### src/rtl/bnn_pe_pkg.sv
// Shared types and defaults for the binary-network PE feeder.
// Holds the feeder state encoding plus width helpers used by the feeder and its tail-mask generator.
package bnn_pe_pkg;

  localparam int WORD_SIZE_DEF = 64;
  localparam int SUM_W_DEF     = 16;
  localparam int VEC_LEN_W     = 16;

  typedef enum logic [2:0] {
    S_IDLE    = 3'd0,
    S_CLEAR   = 3'd1,
    S_STREAM  = 3'd2,
    S_DRAIN   = 3'd3,
    S_CAPTURE = 3'd4,
    S_RESULT  = 3'd5
  } feeder_state_t;

  // Width of a bit index within one operand word (never below 1).
  function automatic int rem_width(input int word_size);
    return (word_size > 1) ? $clog2(word_size) : 1;
  endfunction

  // ceil(len / word_size): number of operand words covering len bits.
  function automatic logic [VEC_LEN_W-1:0] words_for_len(input logic [VEC_LEN_W-1:0] len,
                                                         input int word_size);
    logic [VEC_LEN_W:0] padded;
    padded = {1'b0, len} + (VEC_LEN_W+1)'(word_size - 1);
    return VEC_LEN_W'(padded / (VEC_LEN_W+1)'(word_size));
  endfunction

endpackage

### src/rtl/bnn_pe_feeder_if.sv
// Operand stream, PE drive and result handshake bundle of the PE feeder.
// The feeder uses the slave modport; the operand source / PE / result sink side uses master.
interface bnn_pe_feeder_if
  import bnn_pe_pkg::*;
#(
  parameter int WORD_SIZE = WORD_SIZE_DEF,
  parameter int SUM_W     = SUM_W_DEF
) ();

  // Operand stream
  logic                 op_valid;
  logic                 op_ready;
  logic [WORD_SIZE-1:0] op_weight;
  logic [WORD_SIZE-1:0] op_activation;

  // PE drive and PE status
  logic                 pe_ce;
  logic                 pe_accumulate;
  logic [WORD_SIZE-1:0] pe_weight;
  logic [WORD_SIZE-1:0] pe_activation;
  logic [WORD_SIZE-1:0] pe_mask;
  logic [SUM_W-1:0]     pe_accumulated_sum;
  logic                 pe_skipped;

  // Result handshake
  logic                 res_valid;
  logic                 res_ready;
  logic [SUM_W-1:0]     res_sum;
  logic signed [SUM_W:0] res_dot;

  modport slave (
    input  op_valid, op_weight, op_activation,
    output op_ready,
    output pe_ce, pe_accumulate, pe_weight, pe_activation, pe_mask,
    input  pe_accumulated_sum, pe_skipped,
    output res_valid, res_sum, res_dot,
    input  res_ready
  );

  modport master (
    output op_valid, op_weight, op_activation,
    input  op_ready,
    input  pe_ce, pe_accumulate, pe_weight, pe_activation, pe_mask,
    output pe_accumulated_sum, pe_skipped,
    input  res_valid, res_sum, res_dot,
    output res_ready
  );

endinterface

### src/rtl/bnn_tail_mask.sv
// Combinational remainder-to-mask generator for the last operand word of a vector.
// rem = 0 means the last word is full, so the mask is all-ones.
module bnn_tail_mask
  import bnn_pe_pkg::*;
#(
  parameter int WORD_SIZE = WORD_SIZE_DEF,
  parameter int REM_W     = rem_width(WORD_SIZE)
) (
  input  logic [REM_W-1:0]     rem,
  output logic [WORD_SIZE-1:0] mask
);

  logic rem_zero;

  assign rem_zero = (rem == '0);

  genvar gi;
  generate
    for (gi = 0; gi < WORD_SIZE; gi++) begin : g_bit
      assign mask[gi] = rem_zero || (REM_W'(gi) < rem);
    end
  endgenerate

endmodule

### src/rtl/bnn_pe_feeder.sv
// Sequences one binary dot product through an XNOR-popcount PE: clear, stream words, capture sum.
// Optional per-vector skip statistics are enabled by defining BNN_FEEDER_SKIP_STATS_EN.
module bnn_pe_feeder
  import bnn_pe_pkg::*;
#(
  parameter int WORD_SIZE = WORD_SIZE_DEF,
  parameter int SUM_W     = SUM_W_DEF
) (
  input  logic                 clk,
  input  logic                 reset_n,
  input  logic                 start,
  input  logic [VEC_LEN_W-1:0] vec_len,
  output logic                 busy,
  output logic [15:0]          skip_count,
  bnn_pe_feeder_if.slave       bus
);

  localparam int REM_W = rem_width(WORD_SIZE);

  feeder_state_t state_reg;
  feeder_state_t state_next;

  logic [VEC_LEN_W-1:0]  vec_len_reg;
  logic [VEC_LEN_W-1:0]  nwords_reg;
  logic [VEC_LEN_W-1:0]  word_cnt_reg;
  logic [REM_W-1:0]      rem_reg;

  logic                  pe_ce_reg;
  logic                  pe_accumulate_reg;
  logic [WORD_SIZE-1:0]  pe_weight_reg;
  logic [WORD_SIZE-1:0]  pe_activation_reg;
  logic [WORD_SIZE-1:0]  pe_mask_reg;
  logic [WORD_SIZE-1:0]  tail_mask;

  logic [SUM_W-1:0]      res_sum_reg;
  logic signed [SUM_W:0] res_dot_reg;
  logic [SUM_W:0]        dot_next;

  logic                  launch;
  logic                  handshake;
  logic                  last_word;
  logic                  stream_ready;
  logic                  result_valid;
  logic                  not_idle;

  assign launch    = (state_reg == S_IDLE) && start;
  assign handshake = bus.op_valid && stream_ready;
  assign last_word = (word_cnt_reg == nwords_reg - 1'b1);

  // dot = matches - mismatches = 2*popcount - length, taken straight from the PE sum
  assign dot_next  = {bus.pe_accumulated_sum, 1'b0} - (SUM_W+1)'(vec_len_reg);

  bnn_tail_mask #(
    .WORD_SIZE (WORD_SIZE),
    .REM_W     (REM_W)
  ) u_tail_mask (
    .rem  (rem_reg),
    .mask (tail_mask)
  );

  always_ff @(posedge clk or negedge reset_n) begin
    if (!reset_n) begin
      state_reg <= S_IDLE;
    end else begin
      state_reg <= state_next;
    end
  end

  always_comb begin
    state_next = state_reg;
    case (state_reg)
      S_IDLE:    if (start) state_next = S_CLEAR;
      S_CLEAR:   state_next = (nwords_reg == '0) ? S_DRAIN : S_STREAM;
      S_STREAM:  if (handshake && last_word) state_next = S_DRAIN;
      S_DRAIN:   state_next = S_CAPTURE;
      S_CAPTURE: state_next = S_RESULT;
      S_RESULT:  if (bus.res_ready) state_next = S_IDLE;
      default:   state_next = S_IDLE;
    endcase
  end

  always_comb begin
    stream_ready = 1'b0;
    result_valid = 1'b0;
    not_idle     = 1'b1;
    case (state_reg)
      S_IDLE:   not_idle     = 1'b0;
      S_STREAM: stream_ready = 1'b1;
      S_RESULT: result_valid = 1'b1;
      default:  ;
    endcase
  end

  // PE drive is registered: what the feeder decides this cycle the PE sees next cycle.
  always_ff @(posedge clk or negedge reset_n) begin
    if (!reset_n) begin
      vec_len_reg       <= '0;
      nwords_reg        <= '0;
      word_cnt_reg      <= '0;
      rem_reg           <= '0;
      pe_ce_reg         <= 1'b0;
      pe_accumulate_reg <= 1'b0;
      pe_weight_reg     <= '0;
      pe_activation_reg <= '0;
      pe_mask_reg       <= '0;
      res_sum_reg       <= '0;
      res_dot_reg       <= '0;
    end else begin
      pe_ce_reg <= 1'b0;
      case (state_reg)
        S_IDLE: begin
          if (start) begin
            vec_len_reg       <= vec_len;
            nwords_reg        <= words_for_len(vec_len, WORD_SIZE);
            rem_reg           <= REM_W'(vec_len % WORD_SIZE);
            word_cnt_reg      <= '0;
            // non-zero clear operands so the PE cannot treat the clear as skippable
            pe_ce_reg         <= 1'b1;
            pe_accumulate_reg <= 1'b0;
            pe_weight_reg     <= '1;
            pe_activation_reg <= '1;
            pe_mask_reg       <= '1;
          end
        end
        S_STREAM: begin
          if (handshake) begin
            pe_ce_reg         <= 1'b1;
            pe_accumulate_reg <= 1'b1;
            pe_weight_reg     <= bus.op_weight;
            pe_activation_reg <= bus.op_activation;
            pe_mask_reg       <= last_word ? tail_mask : '1;
            word_cnt_reg      <= word_cnt_reg + 1'b1;
          end
        end
        S_CAPTURE: begin
          res_sum_reg <= bus.pe_accumulated_sum;
          res_dot_reg <= $signed(dot_next);
        end
        default: ;
      endcase
    end
  end

`ifdef BNN_FEEDER_SKIP_STATS_EN
  logic [15:0] skip_cnt_reg;

  always_ff @(posedge clk or negedge reset_n) begin
    if (!reset_n) begin
      skip_cnt_reg <= '0;
    end else if (launch) begin
      skip_cnt_reg <= '0;
    end else if (pe_ce_reg && pe_accumulate_reg && bus.pe_skipped && (skip_cnt_reg != 16'hFFFF)) begin
      skip_cnt_reg <= skip_cnt_reg + 16'd1;
    end
  end

  assign skip_count = skip_cnt_reg;
`else
  logic unused_skip_inputs;

  assign unused_skip_inputs = bus.pe_skipped ^ launch;
  assign skip_count         = '0;
`endif

  assign busy              = not_idle;
  assign bus.op_ready      = stream_ready;
  assign bus.res_valid     = result_valid;
  assign bus.res_sum       = res_sum_reg;
  assign bus.res_dot       = res_dot_reg;
  assign bus.pe_ce         = pe_ce_reg;
  assign bus.pe_accumulate = pe_accumulate_reg;
  assign bus.pe_weight     = pe_weight_reg;
  assign bus.pe_activation = pe_activation_reg;
  assign bus.pe_mask       = pe_mask_reg;

endmodule

### src/flat_wrapper.sv
// flat-port wrapper written by rule: the top's interface ports become plain ports
module bnn_pe_feeder_flat import bnn_pe_pkg::*;
#(
  parameter int WORD_SIZE = WORD_SIZE_DEF,
  parameter int SUM_W     = SUM_W_DEF
)
  (clk, reset_n, start, vec_len, busy, skip_count, bus_op_valid, bus_op_weight, bus_op_activation, bus_op_ready, bus_pe_ce, bus_pe_accumulate, bus_pe_weight, bus_pe_activation, bus_pe_mask, bus_pe_accumulated_sum, bus_pe_skipped, bus_res_valid, bus_res_sum, bus_res_dot, bus_res_ready);
  bnn_pe_feeder_if #(.WORD_SIZE(WORD_SIZE), .SUM_W(SUM_W)) bus_i ();
  input  logic clk;
  input  logic reset_n;
  input  logic start;
  input  logic [VEC_LEN_W-1:0] vec_len;
  output logic busy;
  output logic [15:0] skip_count;
  input wire logic [$bits(bus_i.op_valid)-1:0] bus_op_valid;
  input wire logic [$bits(bus_i.op_weight)-1:0] bus_op_weight;
  input wire logic [$bits(bus_i.op_activation)-1:0] bus_op_activation;
  output wire logic [$bits(bus_i.op_ready)-1:0] bus_op_ready;
  output wire logic [$bits(bus_i.pe_ce)-1:0] bus_pe_ce;
  output wire logic [$bits(bus_i.pe_accumulate)-1:0] bus_pe_accumulate;
  output wire logic [$bits(bus_i.pe_weight)-1:0] bus_pe_weight;
  output wire logic [$bits(bus_i.pe_activation)-1:0] bus_pe_activation;
  output wire logic [$bits(bus_i.pe_mask)-1:0] bus_pe_mask;
  input wire logic [$bits(bus_i.pe_accumulated_sum)-1:0] bus_pe_accumulated_sum;
  input wire logic [$bits(bus_i.pe_skipped)-1:0] bus_pe_skipped;
  output wire logic [$bits(bus_i.res_valid)-1:0] bus_res_valid;
  output wire logic [$bits(bus_i.res_sum)-1:0] bus_res_sum;
  output wire logic [$bits(bus_i.res_dot)-1:0] bus_res_dot;
  input wire logic [$bits(bus_i.res_ready)-1:0] bus_res_ready;
  assign bus_i.op_valid = bus_op_valid;
  assign bus_i.op_weight = bus_op_weight;
  assign bus_i.op_activation = bus_op_activation;
  assign bus_op_ready = bus_i.op_ready;
  assign bus_pe_ce = bus_i.pe_ce;
  assign bus_pe_accumulate = bus_i.pe_accumulate;
  assign bus_pe_weight = bus_i.pe_weight;
  assign bus_pe_activation = bus_i.pe_activation;
  assign bus_pe_mask = bus_i.pe_mask;
  assign bus_i.pe_accumulated_sum = bus_pe_accumulated_sum;
  assign bus_i.pe_skipped = bus_pe_skipped;
  assign bus_res_valid = bus_i.res_valid;
  assign bus_res_sum = bus_i.res_sum;
  assign bus_res_dot = bus_i.res_dot;
  assign bus_i.res_ready = bus_res_ready;
  bnn_pe_feeder #(.WORD_SIZE(WORD_SIZE), .SUM_W(SUM_W)) u_core (.clk(clk), .reset_n(reset_n), .start(start), .vec_len(vec_len), .busy(busy), .skip_count(skip_count), .bus(bus_i));
endmodule
### config.mk
export PLATFORM = sky130hd
export DESIGN_NAME = bnn_pe_feeder_flat
export DESIGN_NICKNAME = d
export VERILOG_FILES = /design/src/rtl/bnn_pe_pkg.sv /design/src/rtl/bnn_pe_feeder_if.sv /design/src/rtl/bnn_tail_mask.sv /design/src/rtl/bnn_pe_feeder.sv /design/src/flat_wrapper.sv
export SDC_FILE = /design/constraint.sdc
export NUM_CORES = 1
export LEC_CHECK = 0
export ABC_AREA = 0
export CAP_MARGIN = 0
export CORE_ASPECT_RATIO = 0.75
export CORE_MARGIN = 3
export CORE_UTILIZATION = 30
export CTS_BUF_LIST = sky130_fd_sc_hd__clkbuf_4
export DETAILED_ROUTE_END_ITERATION = 10
export HOLD_SLACK_MARGIN = 0.05
export PLACE_DENSITY = 0.54
export SYNTH_ARGS = -nofsm -noshare
export SYNTH_HDL_FRONTEND = slang
export SYNTH_SLANG_ARGS = --single-unit
### constraint.sdc
create_clock -name clk -period 7.6 [get_ports clk]
set_input_delay 1.14 -clock clk [delete_from_list [all_inputs] [get_ports clk]]
set_output_delay 1.14 -clock clk [all_outputs]
set_load 0.02 [all_outputs]
==> metrics.txt, run 1 <==
# TYPE chip_impl_metric gauge
chip_impl_metric{name="synth_seq_cells",unit=""} 273
chip_impl_metric{name="setup_viol",unit=""} 0
chip_impl_metric{name="design_area",unit="mm^2"} 0.0171
chip_impl_metric{name="pre_cts_ws",unit="ns"} 2.74
chip_impl_metric{name="cts.reportedPaths.clkPinSlew",unit="ns"} 0.07
chip_impl_metric{name="firstDrtPassIters",unit=""} 5
chip_impl_metric{name="p_leak",unit="nW"} 6.64
chip_impl_metric{name="placement.io_buffers",unit=""} 394
chip_impl_metric{name="routability_congestion_estimate_from_global_placement",unit=""} 0.794
chip_impl_metric{name="report.final.hold_viol_count",unit=""} 0
chip_impl_metric{name="clock_latency",unit="ns"} 0.73
chip_impl_metric{name="antenna_found_initial",unit=""} 1
chip_impl_metric{name="r2r_depth",unit=""} 6
chip_impl_metric{name="post-route-util",unit=""} 0.443
chip_impl_metric{name="layout-drive-gt1-share",unit=""} 0.0861
chip_impl_metric{name="grt_usage",unit=""} 0.190
chip_impl_metric{name="io_pins",unit=""} 412
chip_impl_metric{name="cts_post_setup_buffers_inserted",unit=""} 0
chip_impl_metric{name="power.share.combinational",unit=""} 0.457
chip_impl_metric{name="post-dp-hpwl",unit="mm"} 28.1
chip_impl_metric{name="post_cts.resized_instances",unit=""} 0
chip_impl_metric{name="drt_iter0_markers",unit=""} 648
chip_impl_metric{name="slew_violations",unit=""} 0
chip_impl_metric{name="postPlaceCellArea",unit="mm^2"} 0.0161
chip_impl_metric{name="finClkSkew",unit="ns"} 0.0370
chip_impl_info{name="timing.critical_path.from_type",value="primary input"} 1
chip_impl_metric{name="p_int",unit="W"} 0.00401
chip_impl_metric{name="route.detailed.wl_per_inst",unit="um"} 19.6
chip_impl_metric{name="layout.cells.non_filler",unit=""} 2081
chip_impl_metric{name="die-area",unit="mm^2"} 0.0417
chip_impl_info{name="timing_worst_setup_path_type",value="in -> reg"} 1
chip_impl_metric{name="power.sequential.fraction",unit=""} 0.340
chip_impl_metric{name="post_synth_edffs",unit=""} 0
chip_impl_metric{name="floorplan.initialDensity",unit=""} 0.306
chip_impl_info{name="regToRegStartpoint",value="u_core.state_reg[1]"} 1
chip_impl_metric{name="power_switching_share",unit=""} 0.407
chip_impl_metric{name="std_cell_core_area",unit="mm^2"} 0.0385
chip_impl_metric{name="worst_slew_pin_slew",unit="ns"} 1.17
chip_impl_metric{name="path_max_fanout",unit=""} 118
chip_impl_metric{name="clockBufferDepth",unit=""} 3
chip_impl_metric{name="remaining_drc_errors",unit=""} 0
chip_impl_metric{name="routed_wirelength",unit="mm"} 40.8
chip_impl_metric{name="flow.area_growth_from_synthesis",unit="%"} 44.8
chip_impl_info{name="synth_area_leaders",value="sky130_fd_sc_hd__dfrtp_1 58%, sky130_fd_sc_hd__o22a_1 9.7%, sky130_fd_sc_hd__nand2_1 4.5%"} 1
chip_impl_metric{name="grt_pass1_vias",unit=""} 10400
chip_impl_info{name="regToRegEndpoint",value="u_core.bus.pe_activation[12]"} 1
chip_impl_metric{name="row_cnt",unit=""} 62
chip_impl_metric{name="required_time_at_the_worst_slack_endpoint",unit="ns"} 8.23
chip_impl_metric{name="max_cap_viol_count",unit=""} 0
chip_impl_metric{name="post_synth_inst_count",unit=""} 1116
chip_impl_info{name="dominantRegCellSynth",value="sky130_fd_sc_hd__dfrtp_1"} 1
chip_impl_metric{name="final.period_utilization",unit=""} 0.556
chip_impl_info{name="worst_hold_path_type",value="in -> async"} 1
chip_impl_info{name="most_common_cell_in_the_synthesized_netlist",value="sky130_fd_sc_hd__dfrtp_1"} 1
chip_impl_metric{name="arrival_time_reported_for_the_critical_path_endpoint",unit="ns"} 4.86
chip_impl_info{name="cts_tree",value="yes"} 1
chip_impl_metric{name="die_w",unit="um"} 235
chip_impl_metric{name="switchingPower",unit="W"} 0.00275
chip_impl_metric{name="grt_start_max_net_pins",unit=""} 173
chip_impl_info{name="clock-root-buffer",value="sky130_fd_sc_hd__clkbuf_4"} 1
chip_impl_metric{name="synth.yosys.warnings",unit=""} 0
chip_impl_metric{name="ir_worst_vdd",unit="uV"} 155
chip_impl_metric{name="n_fill_cell",unit=""} 3753
chip_impl_metric{name="die_h",unit="um"} 178
chip_impl_info{name="ys_top_cells_by_count",value="273 x sky130_fd_sc_hd__dfrtp_1, 142 x sky130_fd_sc_hd__nand2_1, 130 x sky130_fd_sc_hd__o22a_1"} 1
chip_impl_metric{name="synth-seq-area-share",unit=""} 0.580
chip_impl_metric{name="top_area_cell_type_share_of_the_netlist_area",unit=""} 0.580
chip_impl_metric{name="power_frac_clock",unit=""} 0.204
chip_impl_metric{name="syn_avg_cell_area",unit="um^2"} 10.6
chip_impl_metric{name="cts-hold-fix-buffers",unit=""} 0
chip_impl_info{name="outcome",value="finished clean"} 1
chip_impl_metric{name="fmaxAchievable",unit="GHz"} 0.237
chip_impl_metric{name="cts.sink_count",unit=""} 273
chip_impl_metric{name="global_route_wire_length_before_repair",unit="mm"} 62.5
chip_impl_metric{name="fin_nets",unit=""} 1704
chip_impl_metric{name="reg2reg_setup_slack",unit="ns"} 3.51
chip_impl_metric{name="timing.final.ws_setup",unit="ns"} 3.38
chip_impl_info{name="synth_area_leader_cell",value="sky130_fd_sc_hd__dfrtp_1"} 1
chip_impl_metric{name="placed_cells_incl_taps",unit=""} 1955
chip_impl_metric{name="routed_via_density",unit=""} 4.86
chip_impl_metric{name="finalSetupTns",unit="ns"} 0
chip_impl_info{name="endpoint_kind",value="flip-flop"} 1
chip_impl_metric{name="max_slew_margin",unit=""} 0.223
chip_impl_metric{name="fin_crit",unit="ns"} 4.22
chip_impl_metric{name="ctsHtreeMaxLevel",unit=""} 3
chip_impl_info{name="rsz0062_at_grt",value="false"} 1
chip_impl_metric{name="gr-total-overflow",unit=""} 0
chip_impl_metric{name="post_synth_num_cell_types",unit=""} 57
chip_impl_metric{name="final_antenna_net_count",unit=""} 0
chip_impl_metric{name="numCtsBuffers",unit=""} 75
chip_impl_metric{name="share_of_synthesized_flip_flops_with_an_asynchronous_set_or_reset",unit=""} 1.00
chip_impl_metric{name="dr_total_vias",unit=""} 10100
chip_impl_metric{name="power.density_cell_area",unit="mW/mm^2"} 397
chip_impl_metric{name="post_synth_instance_area",unit="mm^2"} 0.0118
-- how the worst max path moves through the flow --
stage | from | endpoint | slack (ns) | cells after the start
2_1_floorplan | bus_pe_accumulated_sum[0] | u_core.bus.res_dot[12] | 4.65 | 9
3_3_place_gp | start | u_core.bus.pe_activation[45] | 2.74 | 6
3_5_place_dp | start | u_core.bus.pe_activation[12] | 2.74 | 6
4_1_cts | start | u_core.bus.pe_activation[12] | 3.54 | 6
5_1_grt | u_core.state_reg[0] | u_core.bus.pe_weight[42] | 3.14 | 6
6_report | start | u_core.bus.pe_activation[12] | 3.38 | 6
-- kinds of logic (layout without fill, tap and decap cells) --
family	Yosys count	after routing	share of synthesized area
AO/OA/AOI/OAI	328	328	0.199
XOR/XNOR	30	30	0.0223
adder cells (fa/ha/maj)	18	18	0.0198
buffers and inverters	117	554	0.0432
flip-flops	273	273	0.580
multiplexers	4	4	0.00361
other	1	17	0.000318
AND/OR/NAND/NOR	345	345	0.132
-- per-stage QoR --
| step | power [W] | hold slack (ns) |
|---|---|---|
| 6_report | 0.00676 | 0.457 |
| 5_1_grt | 0.00721 | 0.451 |
| 4_1_cts | 0.00686 | 0.398 |
| 3_5_place_dp | 0.00543 | 0.460 |
| 3_3_place_gp | 0.00539 | 0.454 |
| 2_1_floorplan | 0.00400 | 0.471 |
-- critical path: stages --
cell,delay (ns)
sky130_fd_sc_hd__clkdlybuf4s50_1,0.49
sky130_fd_sc_hd__and2_1,0.91
sky130_fd_sc_hd__nor2_1,0.36
sky130_fd_sc_hd__inv_6,0.71
sky130_fd_sc_hd__buf_4,0.79
sky130_fd_sc_hd__o22a_1,0.27
-- power by group through the flow --
stage	logic (W)	registers [W]	clock network, W
final	0.00309	0.00230	0.00138
after global routing	0.00333	0.00237	0.00151
after CTS	0.00313	0.00230	0.00143
after detailed placement	0.00311	0.00232	0
after global placement	0.00308	0.00231	0
after floorplan	0.00129	0.00271	0
-- routing by layer --
metal / wire, um / up-vias / GRT usage / part of all wire
met5: 0 / - / 0 / 0
met4: 1060 / 0 / 0.0657 / 0.026
met3: 2340 / 70 / 0.0553 / 0.057
met2: 18800 / 244 / 0.290 / 0.46
met1: 18500 / 4996 / 0.259 / 0.45
li1: - / 4812 / - / -
-- cells in the final DEF, fill, tap and decap left out, types with 6 or more instances in the layout --
cell type / Yosys / routed
sky130_fd_sc_hd__clkdlybuf4s50_1: 0 / 393
sky130_fd_sc_hd__dfrtp_1: 273 / 273
sky130_fd_sc_hd__nand2_1: 142 / 141
sky130_fd_sc_hd__o22a_1: 130 / 130
sky130_fd_sc_hd__clkbuf_4: 0 / 104
sky130_fd_sc_hd__nor2_1: 100 / 100
sky130_fd_sc_hd__o21ai_0: 73 / 73
sky130_fd_sc_hd__a21oi_1: 54 / 54
sky130_fd_sc_hd__inv_1: 26 / 26
sky130_fd_sc_hd__nand3_1: 22 / 22
sky130_fd_sc_hd__xor2_1: 18 / 18
sky130_fd_sc_hd__ha_1: 17 / 17
sky130_fd_sc_hd__conb_1: 1 / 16
sky130_fd_sc_hd__nor3_1: 15 / 15
sky130_fd_sc_hd__clkinv_1: 2 / 15
sky130_fd_sc_hd__o31ai_1: 12 / 12
sky130_fd_sc_hd__xnor2_1: 12 / 12
sky130_fd_sc_hd__a211oi_1: 10 / 10
sky130_fd_sc_hd__nor4_1: 10 / 10
sky130_fd_sc_hd__a31oi_1: 9 / 9
sky130_fd_sc_hd__nand2b_1: 8 / 8
sky130_fd_sc_hd__or3_1: 8 / 8
sky130_fd_sc_hd__nand4_1: 7 / 7
sky130_fd_sc_hd__o32a_1: 7 / 7
sky130_fd_sc_hd__or2_2: 6 / 6
sky130_fd_sc_hd__buf_4: 16 / 6
-- area by class of cell --
class	instances	area, um^2	share of cell area
tap	512	641	0.0376
clock inverter	21	166	0.00976
antenna	1	2.50	0.000147
clock buffer	104	781	0.0458
sequential	273	6830	0.401
multi-input combinational	741	4510	0.264
inverter	28	110	0.00646
timing repair buffer	401	4010	0.235
(Power assumes the default switching activity.)
==> run 2: changes to the inputs <==
--- a/config.mk
+++ b/config.mk
@@ -13,7 +13,7 @@
 export CTS_BUF_LIST = sky130_fd_sc_hd__clkbuf_4
 export DETAILED_ROUTE_END_ITERATION = 10
 export HOLD_SLACK_MARGIN = 0.05
-export PLACE_DENSITY = 0.54
+export PLACE_DENSITY = 0.56
 export SYNTH_ARGS = -nofsm -noshare
 export SYNTH_HDL_FRONTEND = slang
 export SYNTH_SLANG_ARGS = --single-unit
==> constraint.sdc (replaced) <==
create_clock -name clk -period 3.7 [get_ports clk]
set_input_delay 0.555 -clock clk [delete_from_list [all_inputs] [get_ports clk]]
set_output_delay 0.555 -clock clk [all_outputs]
set_load 0.02 [all_outputs]
==> run 2 against run 1 <==
Against the previous run:
- design area grew 0.71%
- cell count grew 0.82%
- non-clock buffer count grew 13
- sequential share of layout area shrank 0.28 points
- first-iteration DRC count shrank 8.5%
- register-to-register slack lost 2.9 ns
- global-route usage shrank 0.23 points
- via count is essentially flat
- critical endpoint is now u_core.bus.pe_mask[52]
==> metrics.txt, run 2 (same netlist as run 1, synthesis figures left out) <==
# TYPE chip_impl_metric gauge
chip_impl_info{name="outcome",value="finished clean"} 1
chip_impl_metric{name="std_cell_core_area",unit="mm^2"} 0.0385
chip_impl_metric{name="fin_nets",unit=""} 1719
chip_impl_metric{name="post_cts.resized_instances",unit=""} 0
chip_impl_info{name="most_common_library_cell_in_the_layout_ignoring_fill_and_taps",value="sky130_fd_sc_hd__clkdlybuf4s50_1"} 1
chip_impl_metric{name="route.detailed.wl_per_inst",unit="um"} 19.1
chip_impl_metric{name="final.hold.worst_slack",unit="ns"} 0.364
chip_impl_metric{name="antenna_found_initial",unit=""} 2
chip_impl_metric{name="routability_congestion_estimate_from_global_placement",unit=""} 0.831
chip_impl_info{name="layout.cells.most_common_list",value="393 x sky130_fd_sc_hd__clkdlybuf4s50_1, 273 x sky130_fd_sc_hd__dfrtp_1, 141 x sky130_fd_sc_hd__nand2_1"} 1
chip_impl_metric{name="slew_violations",unit=""} 0
chip_impl_metric{name="floorplan.initialDensity",unit=""} 0.306
chip_impl_metric{name="timing.final.ws_setup",unit="ns"} 0.562
chip_impl_metric{name="n_fill_cell",unit=""} 3727
chip_impl_metric{name="gr-total-overflow",unit=""} 0
chip_impl_metric{name="row_cnt",unit=""} 62
chip_impl_metric{name="routed-wl-met3",unit="mm"} 2.51
chip_impl_info{name="worst_hold_path_type",value="in -> async"} 1
chip_impl_metric{name="max_slew_margin",unit=""} 0.360
chip_impl_metric{name="post-route-util",unit=""} 0.446
chip_impl_metric{name="cts.sink_count",unit=""} 273
chip_impl_metric{name="placement.io_buffers",unit=""} 394
chip_impl_metric{name="worst_slew_pin_slew",unit="ns"} 0.958
chip_impl_metric{name="remaining_drc_errors",unit=""} 0
chip_impl_metric{name="dr_total_vias",unit=""} 10100
chip_impl_metric{name="finClkSkew",unit="ns"} 0.0270
chip_impl_metric{name="firstDrtPassIters",unit=""} 5
chip_impl_metric{name="fmaxAchievable",unit="GHz"} 0.319
chip_impl_metric{name="grt_usage",unit=""} 0.188
chip_impl_metric{name="io_pins",unit=""} 412
chip_impl_metric{name="power.density_cell_area",unit="mW/mm^2"} 811
chip_impl_metric{name="ir_worst_vdd",unit="uV"} 312
chip_impl_metric{name="clock_latency",unit="ns"} 0.74
chip_impl_metric{name="path_max_fanout",unit=""} 12
chip_impl_metric{name="clockBufferDepth",unit=""} 3
chip_impl_metric{name="drt_iter0_markers",unit=""} 593
chip_impl_metric{name="required_time_at_the_worst_slack_endpoint",unit="ns"} 4.30
chip_impl_metric{name="die_w",unit="um"} 235
chip_impl_metric{name="global_route_wire_length_before_repair",unit="mm"} 61.7
chip_impl_metric{name="multiInputGateArea",unit="mm^2"} 0.00451
chip_impl_metric{name="die_h",unit="um"} 178
chip_impl_metric{name="p_leak",unit="nW"} 6.71
chip_impl_metric{name="sequential_cell_area",unit="mm^2"} 0.00683
chip_impl_metric{name="grt_start_max_net_pins",unit=""} 100
chip_impl_metric{name="final.period_utilization",unit=""} 0.848
chip_impl_info{name="clock-root-buffer",value="sky130_fd_sc_hd__clkbuf_4"} 1
chip_impl_info{name="timing_worst_setup_path_type",value="reg -> reg"} 1
chip_impl_info{name="endpoint_kind",value="flip-flop"} 1
chip_impl_metric{name="layout-drive-gt1-share",unit=""} 0.0941
chip_impl_metric{name="numCtsBuffers",unit=""} 77
chip_impl_info{name="routed.top_layer",value="met4"} 1
chip_impl_metric{name="flow.area_growth_from_synthesis",unit="%"} 45.8
chip_impl_info{name="timing.critical_path.from_type",value="flip-flop"} 1
chip_impl_metric{name="wl_met1",unit="mm"} 17.7
chip_impl_metric{name="cts.reportedPaths.clkPinSlew",unit="ns"} 0.07
chip_impl_metric{name="arrival_time_reported_for_the_critical_path_endpoint",unit="ns"} 3.74
chip_impl_metric{name="post-dp-hpwl",unit="mm"} 28.5
chip_impl_metric{name="report.final.hold_viol_count",unit=""} 0
chip_impl_metric{name="cts_post_setup_buffers_inserted",unit=""} 0
chip_impl_metric{name="routed_via_density",unit=""} 4.83
chip_impl_metric{name="fin_crit",unit="ns"} 3.14
chip_impl_metric{name="cts-hold-fix-buffers",unit=""} 1
chip_impl_metric{name="pre_cts_ws",unit="ns"} 0.448
chip_impl_metric{name="grt_pass1_vias",unit=""} 10300
chip_impl_info{name="rsz0062_at_grt",value="false"} 1
chip_impl_metric{name="finalSetupTns",unit="ns"} 0
chip_impl_metric{name="ctsHtreeMaxLevel",unit=""} 3
chip_impl_metric{name="die-area",unit="mm^2"} 0.0417
chip_impl_metric{name="setup_viol",unit=""} 0
chip_impl_metric{name="routed_wirelength",unit="mm"} 40.2
chip_impl_metric{name="final_antenna_net_count",unit=""} 0
chip_impl_metric{name="met2_wirelength",unit="mm"} 18.9
chip_impl_info{name="cts_tree",value="yes"} 1
chip_impl_metric{name="max_cap_viol_count",unit=""} 0
-- run 2: cell count changes in the layout (fill, tap and decap cells not counted), sizes merged --
cell,previous run,this run
diode,1,3
bufinv,3,2
dlygate4sd3,0,1
clkinv,16,15
clkinvlp,1,0
clkbuf,104,109
buf,8,20
-- run 2: report_power, final --
group          switching [W]  internal (W)
Clock                0.00131       0.00148
Sequential          0.000680       0.00398
Combinational        0.00365       0.00283
-- run 2: final cells by class --
type / count / area share
antenna: 3 / 0.000437
clock buffer: 109 / 0.0477
clock inverter: 18 / 0.00699
inverter: 28 / 0.00641
multi-input combinational: 741 / 0.262
sequential: 273 / 0.398
tap: 512 / 0.0373
timing repair buffer: 414 / 0.241
-- run 2: path summary, 6_finish.rpt --
kind,startpoint,end,slack (ns),cells after the start
worst max-delay path,u_core.nwords_reg[2],u_core.bus.pe_mask[52],0.56,8
max in group asynchronous,reset_n,u_core.bus.pe_ce,2.40,3
worst min register to register,u_core.bus.pe_mask[0],u_core.bus.pe_mask[0],0.47,1
worst max register to register,u_core.nwords_reg[2],u_core.bus.pe_mask[52],0.56,8
min in group clk,bus_pe_accumulated_sum[1],u_core.bus.res_sum[1],0.42,3
worst min-delay path,reset_n,u_core.bus.pe_weight[34],0.36,2
-- run 2: stage by stage --
step / power (W) / area [um^2] / std cells
after floorplan: 0.00822 / 11800 / 1131
after global placement: 0.0111 / 16200 / 1967
after detailed placement: 0.0112 / 16200 / 1967
after CTS: 0.0141 / 17200 / 2095
after global routing: 0.0148 / 17200 / 2098
final: 0.0139 / 17200 / 2098
-- run 2: routing by layer --
| layer | vias to the layer above | GRT usage |
|---|---|---|
| met2 | 280 | 0.288 |
| li1 | 4850 | - |
| met5 | - | 0 |
| met1 | 4923 | 0.251 |
| met3 | 71 | 0.0649 |
| met4 | 0 | 0.0573 |
-- run 2: critical path, stage by stage (launching register included) --
cell,delay (ns)
sky130_fd_sc_hd__dfrtp_1,0.48
sky130_fd_sc_hd__or4_1,0.64
sky130_fd_sc_hd__o31a_1,0.30
sky130_fd_sc_hd__or3_1,0.35
sky130_fd_sc_hd__a21boi_1,0.14
sky130_fd_sc_hd__o211ai_1,0.10
sky130_fd_sc_hd__buf_4,0.22
sky130_fd_sc_hd__or2_1,0.37
sky130_fd_sc_hd__o32a_1,0.40
==> run 3: changes to the inputs <==
==> constraint.sdc (replaced) <==
create_clock -name clk -period 2.7 [get_ports clk]
set_input_delay 0.405 -clock clk [delete_from_list [all_inputs] [get_ports clk]]
set_output_delay 0.405 -clock clk [all_outputs]
set_load 0.02 [all_outputs]
==> run 3 against run 2 <==
Against the previous run:
- the flow now finishes with violations (setup timing)
- routed wire length increased by 5.1%
- hold slack got worse by 0.090 ns
- largest power group unchanged
- global-route usage increased by 0.73 points
==> metrics.txt, run 3 (same netlist as run 1, synthesis figures left out) <==
# TYPE chip_impl_metric gauge
chip_impl_metric{name="firstDrtPassIters",unit=""} 5
chip_impl_metric{name="global_route_wire_length_before_repair",unit="mm"} 64.1
chip_impl_metric{name="gr-total-overflow",unit=""} 0
chip_impl_info{name="clock-root-buffer",value="sky130_fd_sc_hd__clkbuf_4"} 1
chip_impl_metric{name="max_stage_delay",unit="ns"} 0.58
chip_impl_info{name="cp_common_cell",value="sky130_fd_sc_hd__buf_6"} 1
chip_impl_metric{name="timing.final.ws_setup",unit="ns"} -0.152
chip_impl_metric{name="p_leak",unit="nW"} 7.21
chip_impl_metric{name="routed_wirelength",unit="mm"} 42.2
chip_impl_metric{name="fmaxAchievable",unit="GHz"} 0.351
chip_impl_metric{name="antenna_found_initial",unit=""} 2
chip_impl_metric{name="arrival_time_reported_for_the_critical_path_endpoint",unit="ns"} 3.42
chip_impl_metric{name="slew_violations",unit=""} 0
chip_impl_metric{name="drt_iter0_markers",unit=""} 603
chip_impl_metric{name="route.detailed.wl_per_inst",unit="um"} 19.3
chip_impl_metric{name="std_cell_core_area",unit="mm^2"} 0.0385
chip_impl_info{name="worst_hold_path_type",value="in -> async"} 1
chip_impl_metric{name="fin_crit",unit="ns"} 2.85
chip_impl_info{name="cp_cell_sequence",value="or4_4, o31a_1, or3_1, a21boi_2, o211ai_1, buf_4, buf_6, nor3_4, buf_6, buf_12, a31oi_1"} 1
chip_impl_metric{name="cts.reportedPaths.clkPinSlew",unit="ns"} 0.06
chip_impl_info{name="violations",value="setup timing"} 1
chip_impl_metric{name="report.final.hold_viol_count",unit=""} 0
chip_impl_metric{name="dr_total_vias",unit=""} 10500
chip_impl_metric{name="routability_congestion_estimate_from_global_placement",unit=""} 0.835
chip_impl_metric{name="grt_usage",unit=""} 0.195
chip_impl_info{name="rsz0062_at_grt",value="true"} 1
chip_impl_info{name="timing.critical_path.from_type",value="flip-flop"} 1
chip_impl_metric{name="post-dp-hpwl",unit="mm"} 29.8
chip_impl_metric{name="final_antenna_net_count",unit=""} 0
chip_impl_metric{name="path_max_fanout",unit=""} 6
chip_impl_metric{name="numCtsBuffers",unit=""} 79
chip_impl_metric{name="die_w",unit="um"} 235
chip_impl_metric{name="required_time_at_the_worst_slack_endpoint",unit="ns"} 3.27
chip_impl_metric{name="worst_slew_pin_slew",unit="ns"} 0.693
chip_impl_metric{name="max_slew_margin",unit=""} 0.538
chip_impl_metric{name="setup_viol",unit=""} 63
chip_impl_metric{name="grt_start_max_net_pins",unit=""} 135
chip_impl_metric{name="finClkSkew",unit="ns"} 0.0446
chip_impl_metric{name="placed_cells_incl_taps",unit=""} 2029
chip_impl_metric{name="ctsHtreeMaxLevel",unit=""} 3
chip_impl_info{name="layout.cells.most_common_list",value="391 x sky130_fd_sc_hd__clkdlybuf4s50_1, 273 x sky130_fd_sc_hd__dfrtp_1, 141 x sky130_fd_sc_hd__nand2_1"} 1
chip_impl_metric{name="max_cap_viol_count",unit=""} 0
chip_impl_metric{name="layout-drive-gt1-share",unit=""} 0.161
chip_impl_metric{name="placement.io_buffers",unit=""} 394
chip_impl_info{name="most_common_library_cell_in_the_layout_ignoring_fill_and_taps",value="sky130_fd_sc_hd__clkdlybuf4s50_1"} 1
chip_impl_metric{name="die_h",unit="um"} 178
chip_impl_metric{name="layout.cells.non_filler",unit=""} 2183
chip_impl_metric{name="row_cnt",unit=""} 62
chip_impl_info{name="cts_tree",value="yes"} 1
chip_impl_metric{name="n_fill_cell",unit=""} 3678
chip_impl_metric{name="ir_worst_vdd",unit="uV"} 483
chip_impl_metric{name="clock_latency",unit="ns"} 0.72
chip_impl_metric{name="grt_pass1_vias",unit=""} 10800
chip_impl_metric{name="pre_cts_ws",unit="ns"} -0.251
chip_impl_metric{name="power.density_cell_area",unit="mW/mm^2"} 1110
chip_impl_metric{name="final.period_utilization",unit=""} 1.06
chip_impl_metric{name="routed_via_density",unit=""} 4.83
chip_impl_metric{name="clockBufferDepth",unit=""} 3
chip_impl_info{name="outcome",value="finished, violations left"} 1
chip_impl_metric{name="flow.area_growth_from_synthesis",unit="%"} 53.4
chip_impl_info{name="critPathTopFamily",value="simple AND/OR/NAND/NOR gates"} 1
chip_impl_metric{name="io_pins",unit=""} 412
chip_impl_info{name="endpoint_kind",value="flip-flop"} 1
chip_impl_metric{name="cts.sink_count",unit=""} 273
chip_impl_info{name="slowest_stage",value="sky130_fd_sc_hd__or4_4"} 1
chip_impl_metric{name="die-area",unit="mm^2"} 0.0417
chip_impl_metric{name="remaining_drc_errors",unit=""} 0
chip_impl_metric{name="floorplan.initialDensity",unit=""} 0.306
chip_impl_metric{name="fin_nets",unit=""} 1797
chip_impl_metric{name="worstPathBufferInverterCount",unit=""} 4
chip_impl_info{name="timing_worst_setup_path_type",value="reg -> reg"} 1
==> run 3: cell count changes in the layout (fill, tap and decap cells not counted), sizes merged <==
cell	delta
buf	+74
clkbuf	+13
clkdlybuf4s50	-2
bufinv	-1
diode	-1
dlygate4sd2	+1
dlymetal6s2s	+1
==> run 3: report_power, final <==
group / internal [W] / total (W) / switching (W) / leakage (nW)
Sequential: 0.00546 / 0.00626 / 0.000804 / 2.83
Clock: 0.00211 / 0.00394 / 0.00183 / 0.601
Combinational: 0.00437 / 0.00977 / 0.00540 / 3.78
Total: 0.0119 / 0.0200 / 0.00803 / 7.21
==> run 3: final timing paths <==
kind                                      startpoint                           end  slack [ns]  cells after the start
setup / recovery                u_core.nwords_reg[0]        u_core.bus.pe_mask[32]       -0.15                     11
hold / removal                               reset_n       u_core.bus.pe_weight[4]        0.27                      2
setup reg to reg                u_core.nwords_reg[0]        u_core.bus.pe_mask[32]       -0.15                     11
max in group asynchronous                    reset_n  u_core.bus.pe_activation[25]        1.58                      3
min in group clk           bus_pe_accumulated_sum[8]         u_core.bus.res_sum[8]        0.27                      3
hold reg to reg                u_core.bus.res_sum[4]         u_core.bus.res_sum[4]        0.48                      2
==> run 3: layout make-up <==
type,count,area [um^2],share of cell area
diodes,2,5.00,0.000277
clock buffers,120,901,0.0499
clock inverters,17,92.6,0.00513
inverters,28,110,0.00610
multi-input cells,741,4660,0.258
flip-flops and latches,273,6830,0.378
well taps,512,641,0.0355
repair buffers,490,4830,0.267
==> run 3: worst register-to-register path, delay by kind of cell (launching register included) <==
family / cells / cell delay [ns]
AOI/OAI and AO/OA: 4 / 0.64
buffers and inverters: 4 / 0.61
DFF: 1 / 0.40
and+or+nand+nor: 3 / 1.06
==> run 3: per-layer routing <==
metal | GRT usage | wire [um] | vias up | part of all wire
li1 | - | - | 5007 | -
met1 | 0.252 | 18200 | 5188 | 0.43
met3 | 0.0595 | 2650 | 82 | 0.063
met5 | 0 | 12 | - | 0.00028
met2 | 0.311 | 20300 | 269 | 0.48
met4 | 0.0683 | 1090 | 2 | 0.026
==> run 3: repair_timing <==
item	in CTS	in global routing
resized for setup	10	31
buffers inserted	7	4
hold buffers	1	0
pin swaps	8	16
hold endpoints to repair	68	0
endpoints found under the setup margin	63	68
gates cloned	1	3
==> run 3: metrics by stage <==
stage               instance area [um^2]  hold slack, ns  power [W]  setup TNS (ns)  utilization
floorplan                          11900           0.109     0.0113         -0.0324            -
global placement                   16700           0.431     0.0158           -8.33        0.435
detailed placement                 16700           0.435     0.0160          -10.87        0.435
CTS                                17900           0.170     0.0201          -11.07        0.465
global route                       18100           0.215     0.0213          -12.33        0.469
finish                             18100           0.274     0.0200           -6.27        0.469
==> variant 1: new RTL, config.mk and constraints of run 3 <==
Change the package constant `VEC_LEN_W` from 16 to 32.
--- a/src/rtl/bnn_pe_pkg.sv
+++ b/src/rtl/bnn_pe_pkg.sv
@@ -4,7 +4,7 @@
 
   localparam int WORD_SIZE_DEF = 64;
   localparam int SUM_W_DEF     = 16;
-  localparam int VEC_LEN_W     = 16;
+  localparam int VEC_LEN_W     = 32;
 
   typedef enum logic [2:0] {
     S_IDLE    = 3'd0,
Ports: changed (resized vec_len); port bits go from 412 to 428. The function was not compared with the original's and may differ.
==> variant 1 against run 3 <==
- power is 13% higher
- core utilization down 0.89 points
- area after synthesis up 21%
- die area rose by 20%
- cell area increased by 18%
- highest routed layer is now met4
- routed wire length increased by 15%
- sequential share of layout area shrank 2.0 points
- fmax is 7.5% lower
- sequential cell count increased by 33
- the run still ends with negative setup slack left
- critical path depth unchanged
- non-clock buffer count increased by 91
- setup slack lost 0.23 ns
==> variant 1: results (changes against run 3) <==
Status
  – Status: complete, but fails checks
  – Failing checks: negative setup slack

Cells and area
  – Total Nets Final: 2151 (+20%)
  – Area grow syn2layout: 50.09%
  – Layout cells sized above 1: 18.71% (+2.7 points)

Place
  – Post-DP Area: 20260 um^2 (+21%)
  – Port bufs: 410 (+4.1%)
  – Placed Cells: 2489 (+23%)
  – Final RePlAce weighted congestion: 0.8814 (+5.6%)
  – Post-DP HPWL: 35010 um (+17%)
  – Place WS: -0.4541 ns (-0.2034 ns)

Clock tree
  – Clock tree buffer depth: 3 (unchanged)
  – Worst skew pair latency: 0.80 ns (+0.08 ns)
  – Clock transition at the registers of the reported paths: 0.06 ns (about the same)
  – Cts bufs inserted: 83 (+5.1%)
  – H-tree Lvls: 3 (unchanged)

Global routing
  – First-pass GRT wire length: 74980 um (+17%)
  – Vias in the first global route: 13070 (+21%)
  – Largest net degree at the start of global routing: 116 (-14%)
  – All-Layer GR Usage: 18.86% (-0.64 points)
  – Initial antenna violation count: 2 (unchanged)

Drt
  – Vias per cell: 4.885 (+1.1%)
  – Met1 Wirelength: 21440 um (+18%)
  – First-pass DRT Iterations: 5 (unchanged)
  – 1st-iter DRT viols: 759 (+26%)
  – DR WL met3: 3757 um (+42%)
  – Highest routed layer: met4
  – Final wirelength: 48440 um (+15%)
  – Vias: 12900 (+22%)
  – DR WL met2: 22540 um (+11%)

Synthesis
  – Synth top cells by count: dfrtp_1 (306), nand2_1 (148), o22a_1 (128)
  – Adder-cell share of the synthesized area: 1.720% (-0.26 points)
  – Area contributors post-synth: dfrtp_1 (54%), o22a_1 (7.9%), nand2_1 (3.9%)
  – Post-synthesis compound-gate area fraction: 18.88% (-0.99 points)
  – Multiplexer area fraction after synthesis: 2.124% (+1.8 points)
  – Ys Warns: 0 (unchanged)
  – Synth cell types: 69 (+21%)
  – Register area share after synthesis: 53.71% (-4.3 points)
  – Post-synth ARST share: 100.0% (unchanged)
  – Share of the synthesized area in the top cell type: 53.71% (-4.3 points)
  – Post-Synth XOR/XNOR Area: 4.178% (+1.9 points)
  – Top_reg_cell synth: dfrtp_1
  – Avg Synthesized Cell Area: 10.34 um^2 (-2.0%)

Critical path
  – CP Max Fanout: 28 (+22)
  – CP top delay family: simple AND/OR/NAND/NOR gates
  – Arrival time worst endpoint: 3.72 ns (+0.30 ns)

STA
  – TNS Setup: -20.98 ns (-14.71 ns)
  – Fin worst setup slack: -0.3820 ns (-0.2302 ns)
  – Final setup fails: 64 (+1.6%)
  – Worst-margin pin slew: 0.7348 ns (+0.04145 ns)
  – Setup Skew: 0.03072 ns (-0.01385 ns)

Power and ir drop
  – Worst vdd ir: 0.6723 mV (+39%)
  – Leakage: 8.586 nW (+19%)

Min path
  – Hold/Removal Path Class: input pin to async pin
variant 1: cell types whose count changed after synthesis, moves of 19 or more:
| cell | run 3 | this run |
|---|---|---|
| o21ai_0 | 73 | 103 |
| clkbuf_1 | 60 | 80 |
| a31oi_1 | 9 | 40 |
| nand3_1 | 22 | 43 |
| xor2_1 | 18 | 37 |
| xnor2_1 | 12 | 31 |
| dfrtp_1 | 273 | 306 |
variant 1: report_power, final:
part | switching (mW) | internal, mW | leakage, nW | total (mW)
clock network | 1.97 | 2.09 | 0.604 | 4.06
logic | 6.33 | 5.22 | 4.68 | 11.5
registers | 0.858 | 6.09 | 3.30 | 6.95
variant 1: per-layer routing:
metal | up-vias | GRT usage [%]
li1 | 6154 | -
met1 | 6268 | 25.05
met2 | 407 | 29.78
met3 | 67 | 6.305
met4 | 0 | 4.465
met5 | - | 0
variant 1: final cells by class:
type                       count  area, um^2
clock inverter                14       55.05
tap                          630       788.3
clock buffer                 125       938.4
timing repair buffer         581        5579
antenna                        6       15.01
fill                        4432       25060
sequential                   306        7657
inverter                      29       113.9
multi-input combinational    949        6250
variant 1: path summary, 6_finish.rpt:
check,startpoint,to,slack [ns],cells past startpoint
worst max-delay path,u_core.nwords_reg[1],u_core.bus.pe_mask[43],-0.38,11
worst min-delay path,reset_n,u_core.bus.pe_weight[45],0.21,2
worst max register to register,u_core.nwords_reg[1],u_core.bus.pe_mask[43],-0.38,11
worst min register to register,u_core.bus.pe_mask[0],u_core.bus.pe_mask[0],0.47,1
max in group asynchronous,reset_n,u_core.bus.pe_activation[36],1.71,3
min in group clk,bus_op_activation[22],u_core.bus.pe_activation[22],0.23,2
variant 1: timing repair:
item                                   CTS  global route
pin swaps                                0             3
gates resized for setup                 11             7
endpoints found under the hold margin   68             0
hold buffers                             1             0
setup buffers                            4             1
setup endpoints to repair               67            68
==> variant 2: new RTL, config.mk and constraints of run 3 <==
Made on the original files. Encoding of `feeder_state_t`: now Gray code (3 bits for 6 states).
--- a/src/rtl/bnn_pe_pkg.sv
+++ b/src/rtl/bnn_pe_pkg.sv
@@ -7,12 +7,12 @@
   localparam int VEC_LEN_W     = 16;
 
   typedef enum logic [2:0] {
-    S_IDLE    = 3'd0,
-    S_CLEAR   = 3'd1,
-    S_STREAM  = 3'd2,
-    S_DRAIN   = 3'd3,
-    S_CAPTURE = 3'd4,
-    S_RESULT  = 3'd5
+    S_IDLE    = 3'b000,
+    S_CLEAR   = 3'b001,
+    S_STREAM  = 3'b011,
+    S_DRAIN   = 3'b010,
+    S_CAPTURE = 3'b110,
+    S_RESULT  = 3'b111
   } feeder_state_t;
 
   // Width of a bit index within one operand word (never below 1).
Function: same outputs for any inputs over 4 cycles, from zero or initial values and one cycle with reset_n low; so few cycles prove little.
==> variant 2 against run 3 <==
- the run still ends with negative setup slack left
- via count decreased by 2.2%
- sequential cell count did not move
- routed wire length down 4.5%
- power is 1.9% higher
- setup slack better by 0.14 ns
- cell area fell by 1.6%
- area after synthesis hardly changed
- critical path depth unchanged
- largest power group unchanged
==> variant 2: results (changes against run 3) <==
Global routing
  – Met2 track demand over resource: 28.60% (-2.5 points)
  – Met3 usage: 8.793% (+2.8 points)
  – All-Layer GR Usage: 18.94% (-0.56 points)
  – Largest net degree at the start of global routing: 88 (-35%)
  – Met1 Track Usage GR: 23.89% (-1.3 points)

STA
  – Slew headroom: 49.80% (-4.0 points)
  – Final setup fails: 6 (-90%)
  – Fin worst setup slack: -0.01343 ns (+0.1384 ns)
  – Setup Skew: 0.03177 ns (-0.01280 ns)
  – TNS Setup: -0.05465 ns (+6.215 ns)

Synthesis
  – Synth cell types: 62 (+8.8%)
  – Register area share after synthesis: 57.98% (about the same)
  – Adder-cell share of the synthesized area: 1.975% (about the same)
  – Post-Synth XOR/XNOR Area: 2.750% (+0.52 points)
  – Area contributors post-synth: dfrtp_1 (58%), o22a_1 (10%), o21ai_0 (4.0%)
  – Synth top cells by count: dfrtp_1 (273), o22a_1 (138), nand2_1 (107)
  – Multiplexer area fraction after synthesis: 1.965% (+1.6 points)
  – Avg Synthesized Cell Area: 10.86 um^2 (+2.9%)

Status
  – Failing checks: negative setup slack
  – Status: complete, but fails checks

Cells and area
  – Layout Cells excl Fill: 2118 (-3.0%)
  – Layout cells sized above 1: 15.17% (-0.89 points)
  – Total Nets Final: 1740 (-3.2%)

Critical path
  – CP top delay family: buffers and inverters
  – R2R Path End: u_core.bus.pe_mask[26]
  – Reg2Reg Launch Point: u_core.nwords_reg[2]
  – Slowest-stage cell, CP: dfrtp_1
  – CP Max Fanout: 7 (+1)

Power and ir drop
  – Worst vdd ir: 0.6619 mV (+37%)
  – Leakage: 7.051 nW (-2.2%)

Drt
  – DR WL met3: 4016 um (+52%)
  – 1st-iter DRT viols: 599 (-0.66%)
  – Routed len/inst: 19.02 um (-1.6%)
  – Met1 Wirelength: 17360 um (-4.5%)
  – DR WL met2: 17730 um (-12%)

Place
  – Post-DP HPWL: 28900 um (-3.1%)
  – Final RePlAce weighted congestion: 0.8078 (-3.3%)
  – Placed Cells: 1983 (-2.3%)

Clock tree
  – Cts bufs inserted: 75 (-5.1%)

Min path
  – Hold/Removal Path Class: input pin to flop
variant 2: repair_timing:
| action | in CTS | in global routing |
|---|---|---|
| gates cloned | 1 | 0 |
| hold endpoints to repair | 78 | 0 |
| resized for setup | 14 | 10 |
| setup endpoints to repair | 59 | 56 |
| buffers inserted | 4 | 2 |
| hold buffers | 1 | 0 |
| pin swaps | 6 | 2 |
variant 2: tightest hold or removal path, cell delays in order:
cell and delay [ns]:
clkdlybuf4s50_1 0.41, nand2_1 0.06, o21ai_0 0.06
variant 2: metrics by stage:
step	power, mW	hold WS, ns	worst slack, ns
4_1_cts	20.58	0.1778	-0.03871
3_5_place_dp	16.53	0.4646	-0.3555
3_3_place_gp	16.41	0.4629	-0.3261
5_1_grt	21.73	0.2020	-0.06277
2_1_floorplan	11.72	0.1094	0.03552
6_report	20.34	0.2722	-0.01343
variant 2: final cells by class:
cell class,instances,area share (%)
Clock inverter,15,0.6615
Clock buffer,108,4.560
Tap cell,512,3.603
Antenna cell,4,0.05630
Sequential cell,273,38.46
Multi-Input combinational cell,710,25.74
Inverter,26,0.5771
Timing Repair Buffer,470,26.34
variant 2: worst min-delay path by stage:
stage	start	end	slack, ns	cells past startpoint
finish	vec_len[2]	u_core.rem_reg[2]	0.27	3
global route	vec_len[2]	u_core.rem_reg[2]	0.20	3
CTS	vec_len[2]	u_core.rem_reg[2]	0.18	3
detailed placement	u_core.bus.pe_mask[0]	u_core.bus.pe_mask[0]	0.46	1
global placement	u_core.bus.pe_mask[0]	u_core.bus.pe_mask[0]	0.46	1
floorplan	reset_n	u_core.bus.pe_accumulate	0.11	0
variant 2: power by group:
part           switching, mW  internal [mW]  total, mW
Sequential             0.940           5.61       6.55
Clock                   1.78           2.01       3.80
Combinational           5.37           4.63       10.0
Total                   8.10           12.2       20.3
